**src/rtl/execute_stage_param.sv**
```systemverilog
// -----------------------------------------------------------------------------
// execute_stage_param
//
// Execute stage of the pipelined ARM core. Forwards both operands, runs the
// ALU, evaluates the ARM condition against the NZCV register, resolves
// branches and loads the E->M pipeline register. MUL runs over MUL_CYCLES
// cycles. While it runs, StallE holds the upstream stages and bubbles go
// into M.
//
// Ports
//   Clk, reset        rising-edge clock, asynchronous active-high reset
//   ValidE            instruction in E is real (0 = bubble)
//   dataRegAIn/BIn    register-file operands (B is also the store data)
//   extIn             extended immediate
//   ResultW           writeback result for forwarding
//   ForwardAE/BE      00/11 register, 01 ResultW, 10 ALUResultM
//   ALUSrcE           1 = SrcB is extIn
//   ALUControlE       ADD, SUB, AND, ORR, EOR, MUL, MOV, zero
//   CondE, FlagWriteE ARM condition code, NZCV update enable
//   RegWriteE, MemWriteE, MemToRegE, BranchE, PCSrcE, WA3E  decoded controls
//   FlushE            kill the instruction in E
//   ALUResultM, WriteDataM, WA3M, RegWriteM, MemWriteM, MemToRegM, PCSrcM
//                     E->M pipeline register
//   BranchTakenE      combinational branch decision
//   FlagsE            current NZCV {N,Z,C,V}
//   StallE            hold F/D/E while a multiply is in progress
// -----------------------------------------------------------------------------
module execute_stage_param #(
  parameter int DATA_W     = 32,
  parameter int REG_ADDR_W = 4,
  parameter int MUL_CYCLES = 4
) (
  input  logic                  Clk,
  input  logic                  reset,
  input  logic                  ValidE,
  input  logic [DATA_W-1:0]     dataRegAIn,
  input  logic [DATA_W-1:0]     dataRegBIn,
  input  logic [DATA_W-1:0]     extIn,
  input  logic [DATA_W-1:0]     ResultW,
  input  logic [1:0]            ForwardAE,
  input  logic [1:0]            ForwardBE,
  input  logic                  ALUSrcE,
  input  logic [2:0]            ALUControlE,
  input  logic [3:0]            CondE,
  input  logic                  FlagWriteE,
  input  logic                  RegWriteE,
  input  logic                  MemWriteE,
  input  logic                  MemToRegE,
  input  logic                  BranchE,
  input  logic                  PCSrcE,
  input  logic [REG_ADDR_W-1:0] WA3E,
  input  logic                  FlushE,
  output logic [DATA_W-1:0]     ALUResultM,
  output logic [DATA_W-1:0]     WriteDataM,
  output logic [REG_ADDR_W-1:0] WA3M,
  output logic                  RegWriteM,
  output logic                  MemWriteM,
  output logic                  MemToRegM,
  output logic                  PCSrcM,
  output logic                  BranchTakenE,
  output logic [3:0]            FlagsE,
  output logic                  StallE
);

  localparam int MSB = DATA_W - 1;

  localparam logic [2:0] OP_ADD = 3'b000;
  localparam logic [2:0] OP_SUB = 3'b001;
  localparam logic [2:0] OP_AND = 3'b010;
  localparam logic [2:0] OP_ORR = 3'b011;
  localparam logic [2:0] OP_EOR = 3'b100;
  localparam logic [2:0] OP_MUL = 3'b101;
  localparam logic [2:0] OP_MOV = 3'b110;

  localparam logic [DATA_W:0] ONE_EXT = {{DATA_W{1'b0}}, 1'b1};

  // ---------------------------------------------------------------------------
  // Operand forwarding
  // ---------------------------------------------------------------------------
  logic [DATA_W-1:0] srcA;
  logic [DATA_W-1:0] fwdB;
  logic [DATA_W-1:0] srcB;

  always_comb begin
    case (ForwardAE)
      2'b01:   srcA = ResultW;
      2'b10:   srcA = ALUResultM;
      default: srcA = dataRegAIn;
    endcase
  end

  always_comb begin
    case (ForwardBE)
      2'b01:   fwdB = ResultW;
      2'b10:   fwdB = ALUResultM;
      default: fwdB = dataRegBIn;
    endcase
  end

  assign srcB = ALUSrcE ? extIn : fwdB;

  // ---------------------------------------------------------------------------
  // NZCV register and condition evaluation
  // ---------------------------------------------------------------------------
  logic [3:0] nzcv_reg;
  logic [3:0] nzcv_next;
  logic       flagN;
  logic       flagZ;
  logic       flagC;
  logic       flagV;
  logic       condExE;

  assign {flagN, flagZ, flagC, flagV} = nzcv_reg;

  always_comb begin
    case (CondE)
      4'b0000: condExE = flagZ;                       // EQ
      4'b0001: condExE = ~flagZ;                      // NE
      4'b0010: condExE = flagC;                       // CS/HS
      4'b0011: condExE = ~flagC;                      // CC/LO
      4'b0100: condExE = flagN;                       // MI
      4'b0101: condExE = ~flagN;                      // PL
      4'b0110: condExE = flagV;                       // VS
      4'b0111: condExE = ~flagV;                      // VC
      4'b1000: condExE = flagC & ~flagZ;              // HI
      4'b1001: condExE = ~flagC | flagZ;              // LS
      4'b1010: condExE = (flagN == flagV);            // GE
      4'b1011: condExE = (flagN != flagV);            // LT
      4'b1100: condExE = ~flagZ & (flagN == flagV);   // GT
      4'b1101: condExE = flagZ | (flagN != flagV);    // LE
      4'b1110: condExE = 1'b1;                        // AL
      default: condExE = 1'b0;                        // never
    endcase
  end

  // ---------------------------------------------------------------------------
  // Multiply sequencing
  //   mulBusy  : this cycle sends a bubble into M (MUL start or middle cycles)
  //   mulFinal : this cycle completes a MUL and may write M / flags
  // ---------------------------------------------------------------------------
  logic              isMul;
  logic              mulBusy;
  logic              mulFinal;
  logic [DATA_W-1:0] mulOpA;
  logic [DATA_W-1:0] mulOpB;
  logic [DATA_W-1:0] mulLow;

  assign isMul  = (ALUControlE == OP_MUL);
  // Same-width operands: the product keeps only the low DATA_W bits.
  assign mulLow = mulOpA * mulOpB;

  generate
    if (MUL_CYCLES > 1) begin : gMulSeq
      localparam int CNT_W = $clog2(MUL_CYCLES) + 1;

      logic [CNT_W-1:0]  mulCount_reg;
      logic [DATA_W-1:0] mulA_reg;
      logic [DATA_W-1:0] mulB_reg;
      logic              mulStart;

      // A MUL starts only from an idle counter. The final cycle presents the
      // same MUL opcode (upstream is still held), and that must not restart it.
      assign mulStart = ValidE & isMul & ~FlushE & (mulCount_reg == '0);
      assign mulBusy  = mulStart | (mulCount_reg > CNT_W'(1));
      assign mulFinal = (mulCount_reg == CNT_W'(1));
      assign mulOpA   = mulA_reg;
      assign mulOpB   = mulB_reg;

      always_ff @(posedge Clk or posedge reset) begin
        if (reset) begin
          mulCount_reg <= '0;
          mulA_reg     <= '0;
          mulB_reg     <= '0;
        end else if (FlushE) begin
          mulCount_reg <= '0;
        end else if (mulStart) begin
          mulCount_reg <= CNT_W'(MUL_CYCLES - 1);
          mulA_reg     <= srcA;
          mulB_reg     <= srcB;
        end else if (mulCount_reg != '0) begin
          mulCount_reg <= mulCount_reg - CNT_W'(1);
        end
      end
    end else begin : gMulComb
      // Single-cycle multiply straight from the forwarded operands.
      assign mulBusy  = 1'b0;
      assign mulFinal = 1'b1;
      assign mulOpA   = srcA;
      assign mulOpB   = srcB;
    end
  endgenerate

  // Flush wins over the stall. Reset also drops it immediately.
  assign StallE = mulBusy & ~FlushE & ~reset;

  // ---------------------------------------------------------------------------
  // ALU
  // ---------------------------------------------------------------------------
  logic [DATA_W:0]   addSum;
  logic [DATA_W:0]   subDiff;
  logic              addOvf;
  logic              subOvf;
  logic [DATA_W-1:0] aluResult;
  logic              carryNext;
  logic              ovfNext;

  assign addSum  = {1'b0, srcA} + {1'b0, srcB};
  // Subtract as A + ~B + 1, so the carry out is "no borrow".
  assign subDiff = {1'b0, srcA} + {1'b0, ~srcB} + ONE_EXT;
  assign addOvf  = (srcA[MSB] == srcB[MSB]) & (addSum[MSB]  != srcA[MSB]);
  assign subOvf  = (srcA[MSB] != srcB[MSB]) & (subDiff[MSB] != srcA[MSB]);

  always_comb begin
    aluResult = '0;
    carryNext = flagC;
    ovfNext   = flagV;
    case (ALUControlE)
      OP_ADD: begin
        aluResult = addSum[MSB:0];
        carryNext = addSum[DATA_W];
        ovfNext   = addOvf;
      end
      OP_SUB: begin
        aluResult = subDiff[MSB:0];
        carryNext = subDiff[DATA_W];
        ovfNext   = subOvf;
      end
      OP_AND:  aluResult = srcA & srcB;
      OP_ORR:  aluResult = srcA | srcB;
      OP_EOR:  aluResult = srcA ^ srcB;
      OP_MUL:  aluResult = mulLow;
      OP_MOV:  aluResult = srcB;
      default: aluResult = '0;
    endcase
  end

  assign nzcv_next = {aluResult[MSB], (aluResult == '0), carryNext, ovfNext};

  // ---------------------------------------------------------------------------
  // Gating, branch resolution and flag update
  // ---------------------------------------------------------------------------
  logic writeGate;
  logic opDone;
  logic loadBubble;

  assign writeGate    = ValidE & condExE & ~FlushE;
  assign opDone       = ~isMul | mulFinal;
  assign loadBubble   = ~ValidE | FlushE | mulBusy;
  assign BranchTakenE = ValidE & BranchE & condExE & ~FlushE;
  assign FlagsE       = nzcv_reg;

  always_ff @(posedge Clk or posedge reset) begin
    if (reset) begin
      nzcv_reg <= 4'b0000;
    end else if (FlagWriteE & writeGate & opDone) begin
      nzcv_reg <= nzcv_next;
    end
  end

  // ---------------------------------------------------------------------------
  // E->M pipeline register
  // ---------------------------------------------------------------------------
  always_ff @(posedge Clk or posedge reset) begin
    if (reset) begin
      ALUResultM <= '0;
      WriteDataM <= '0;
      WA3M       <= '0;
      RegWriteM  <= 1'b0;
      MemWriteM  <= 1'b0;
      MemToRegM  <= 1'b0;
      PCSrcM     <= 1'b0;
    end else if (loadBubble) begin
      ALUResultM <= '0;
      WriteDataM <= '0;
      WA3M       <= '0;
      RegWriteM  <= 1'b0;
      MemWriteM  <= 1'b0;
      MemToRegM  <= 1'b0;
      PCSrcM     <= 1'b0;
    end else begin
      ALUResultM <= aluResult;
      WriteDataM <= fwdB;
      WA3M       <= WA3E;
      RegWriteM  <= RegWriteE & writeGate;
      MemWriteM  <= MemWriteE & writeGate;
      // Not a write: only validity and flush matter, not the condition.
      MemToRegM  <= MemToRegE;
      PCSrcM     <= PCSrcE & writeGate;
    end
  end

endmodule

```
**config.mk**
```make
export PLATFORM = sky130hd
export DESIGN_NAME = execute_stage_param
export DESIGN_NICKNAME = d
export VERILOG_FILES = /design/src/rtl/execute_stage_param.sv
export SDC_FILE = /design/constraint.sdc
export NUM_CORES = 2
export LEC_CHECK = 0
export BUFFER_PORTS_ARGS = -buffer_cell sky130_fd_sc_hd__buf_2
export CORE_MARGIN = 1
export CORE_UTILIZATION = 55
export DETAILED_ROUTE_END_ITERATION = 16
export PLACE_DENSITY = 0.73
export SLEW_MARGIN = 30
export SYNTH_ARGS = -nofsm -noshare
export SYNTH_HDL_FRONTEND = slang
export SYNTH_SLANG_ARGS = --single-unit
```
**constraint.sdc**
```tcl
create_clock -name Clk -period 8.15 [get_ports Clk]
set_input_delay 1.63 -clock Clk [delete_from_list [all_inputs] [get_ports Clk]]
set_output_delay 1.63 -clock Clk [all_outputs]
set_load 0.02 [all_outputs]
```
==> out/results.txt <==
Core Util, Final -> 0.607
Max Cap Violations -> 0
initial core utilization -> 0.556
met3 routed WL -> 11,600 µm
# IOs -> 232
ys async rst share -> 1.00
Area growth, synth to finish -> 9.11%
Top Metal Used -> met5
share of cells above drive strength 1 -> 0.123
Placer Congestion -> 1.05
Sequential cell area -> 3590 µm²
pin count of the biggest net entering global routing -> 91
Peak VDD IR -> 0.000429 V
hold_buf cts -> 0
critical path class -> reg -> reg
final worst path period need -> 7.93 ns
Unique masters post-synth -> 106
Top FF cell, synth -> dfrtp_1
Pins Over Slew Limit -> 0
Syn. warnings -> 0
most instantiated cells after synthesis -> inv_1, fa_1, nand2_1
Seq pwr share -> 0.108
CP most frequent cell -> fa_1
H-tree depth -> 4
CTS Buffer Depth -> 2
Worst Setup EP -> FlagsE[2]
setup violators final -> 0
number of synthesized flops with an enable pin -> 0
CTS tree -> built
n_diodes -> 0
leakage -> 0.0156 µW
CP Capture Type -> flip-flop
skew final -> 0.0212 ns
first-pass GRT wire length -> 158,000 µm
final hold viol count -> 0
clk slew on worst S/H paths -> 0.09 ns
Worst setup startpoint -> gMulSeq.mulB_reg[2]
number of cells produced by synthesis -> 3,392
maximum clock rate -> 0.126 GHz
WL met2 -> 44,900 µm
DR WL/cell -> 24.3 µm
Fillers -> 4,652
HPWL Detailed -> 84,100 µm
DRC violations left -> 0
total chip power -> 13,600 µW
share of the synthesized area in the top cell type -> 0.288
clock tree sinks -> 143
GRT Total Usage -> 0.399
gr ovfl total -> 0
CP max stage delay -> 0.55 ns
total CTS buffers -> 17
Worst EP arrival -> 8.38 ns
Clock Tree Root -> clkbuf_16
CP delay by family, top -> adder cells
port bufs -> 231
num rows -> 83
Reg2Reg Setup Slack -> 0.22 ns
area of the multi-input gates -> 22,200 µm²
Clock Power Share -> 0.063
wl on met1 -> 41,000 µm
Critical Path Stages -> 26
largest cells by area after synthesis -> fa_1, dfrtp_1, ha_1
Worst EP required -> 8.60 ns
Critical R2R Launch -> gMulSeq.mulB_reg[2]
PD cells -> 436 nW/µm²
RSZ-0062 raised after global routing -> false
core area -> 51,300 µm²
Comb pwr share -> 0.829
Post-Syn Area -> 28,500 µm²
Seq/Total Area, Yosys -> 0.125
period utilisation layout -> 0.973
slowest CP cell -> fa_1
Nets -> 4,333
Critical Path Fanout Max -> 12
DRT Pass-1 Iters -> 8
Sw Ratio -> 0.574
internal cell power -> 5790 µW
initial DRC count -> 2,994
synthesis-stage register bit count -> 143
Avg Cell Area, Syn -> 8.41 µm²
Die H -> 230 µm
Die Footprint -> 52,800 µm²
area leader, netlist -> fa_1
Worst Tran Pin Value -> 1.02 ns
DRT antenna net count -> 0
Die X -> 230 µm
Sw Pwr -> 7790 µW
Slew headroom -> 0.318
initial antenna violation count -> 1
reg2reg path depth -> 26
TNS Setup -> 0 ns
Synth Net Count -> 4,182
status -> completed
crit start category -> flip-flop
HP Class -> reg -> reg
vias in the first global route -> 25,800
DR vias -> 26,000
WL final -> 103,000 µm
CP bufs+invs -> 5
FF-to-FF End -> FlagsE[2]
top-count cell post-synth -> inv_1
Clock Latency Late Sink -> 0.52 ns
vias per inst -> 6.13
-- placed cells by master, fill, tap and decap left out, drive strengths merged, types with 28 or more instances in the layout --
master  netlist  final
buf          37    341
fa          410    410
nor2b        39     39
a21oi       139    139
nand2       409    409
xnor2        74     74
inv         507    512
dfrtp       143    143
and2        299    299
a22oi        52     52
nor3         41     41
nor2        185    185
xor2         28     28
nand3        29     29
o21ai       148    148
ha          226    226
a221o        30     30
-- tightest hold or removal path, stage by stage (launching register included) --
cell	delay (ns)
dfrtp_1	0.36
nand2_1	0.05
o21ai_0	0.06
-- stage by stage --
stage / setup slack, ns / cells / area, µm² / hold slack (ns)
3_5_place_dp: 0.149 / 4202 / 30500 / 0.485
4_1_cts: 0.105 / 4234 / 31100 / 0.502
3_3_place_gp: 0.202 / 4202 / 30500 / 0.471
6_report: 0.222 / 4236 / 31100 / 0.506
5_1_grt: 0.00758 / 4236 / 31100 / 0.552
2_1_floorplan: 0.696 / 3392 / 28500 / 0.450
-- power by group through the flow --
stage	Clock [µW]	Sequential [µW]	Combinational (µW)
finish	856	1470	11200
detailed placement	0	1460	10900
global route	884	1490	12300
floorplan	0	1130	7570
CTS	861	1440	11000
global placement	0	1450	10800
-- kinds of logic (layout without fill, tap and decap cells) --
group / after synthesis / count (layout) / share of synthesized area
muxes: 14 / 14 / 0.00491
buffers and inverters: 716 / 880 / 0.0990
and+or+nand+nor: 1128 / 1128 / 0.196
AOI/OAI and AO/OA: 653 / 653 / 0.157
adders and majority gates: 636 / 636 / 0.387
DFF: 143 / 143 / 0.125
xor gates and xnor gates: 102 / 102 / 0.0313
-- how the worst min path moves through the flow --
| stage | from | endpoint | slack (ns) | cells past startpoint |
|---|---|---|---|---|
| after floorplan | gMulSeq.mulA_reg[31] | gMulSeq.mulA_reg[31] | 0.45 | 2 |
| after global placement | gMulSeq.mulB_reg[31] | gMulSeq.mulB_reg[31] | 0.47 | 2 |
| after detailed placement | gMulSeq.mulB_reg[31] | gMulSeq.mulB_reg[31] | 0.49 | 2 |
| after CTS | gMulSeq.mulB_reg[31] | gMulSeq.mulB_reg[31] | 0.50 | 2 |
| after global routing | gMulSeq.mulB_reg[31] | gMulSeq.mulB_reg[31] | 0.55 | 2 |
| final | gMulSeq.mulB_reg[31] | gMulSeq.mulB_reg[31] | 0.51 | 2 |
-- cell type report --
class / count / share of cell area
Tap cell: 680 / 0.0273
Inverter: 507 / 0.0613
Clock buffer: 17 / 0.0137
Clock inverter: 15 / 0.00627
Timing Repair Buffer: 341 / 0.0637
Multi-Input combinational cell: 2533 / 0.713
Sequential cell: 143 / 0.115
-- what timing repair did --
action                     CTS  global route
setup endpoints to repair    0             5
gates resized for setup      0            12
setup buffers                0             2
-- routing by layer --
layer  track usage  up-vias
li1              -    11300
met1         0.542    12700
met2         0.602     1633
met3        0.0949      304
met4         0.186        2
met5             0        -
No activity file was read; power rests on OpenSTA's default activity.
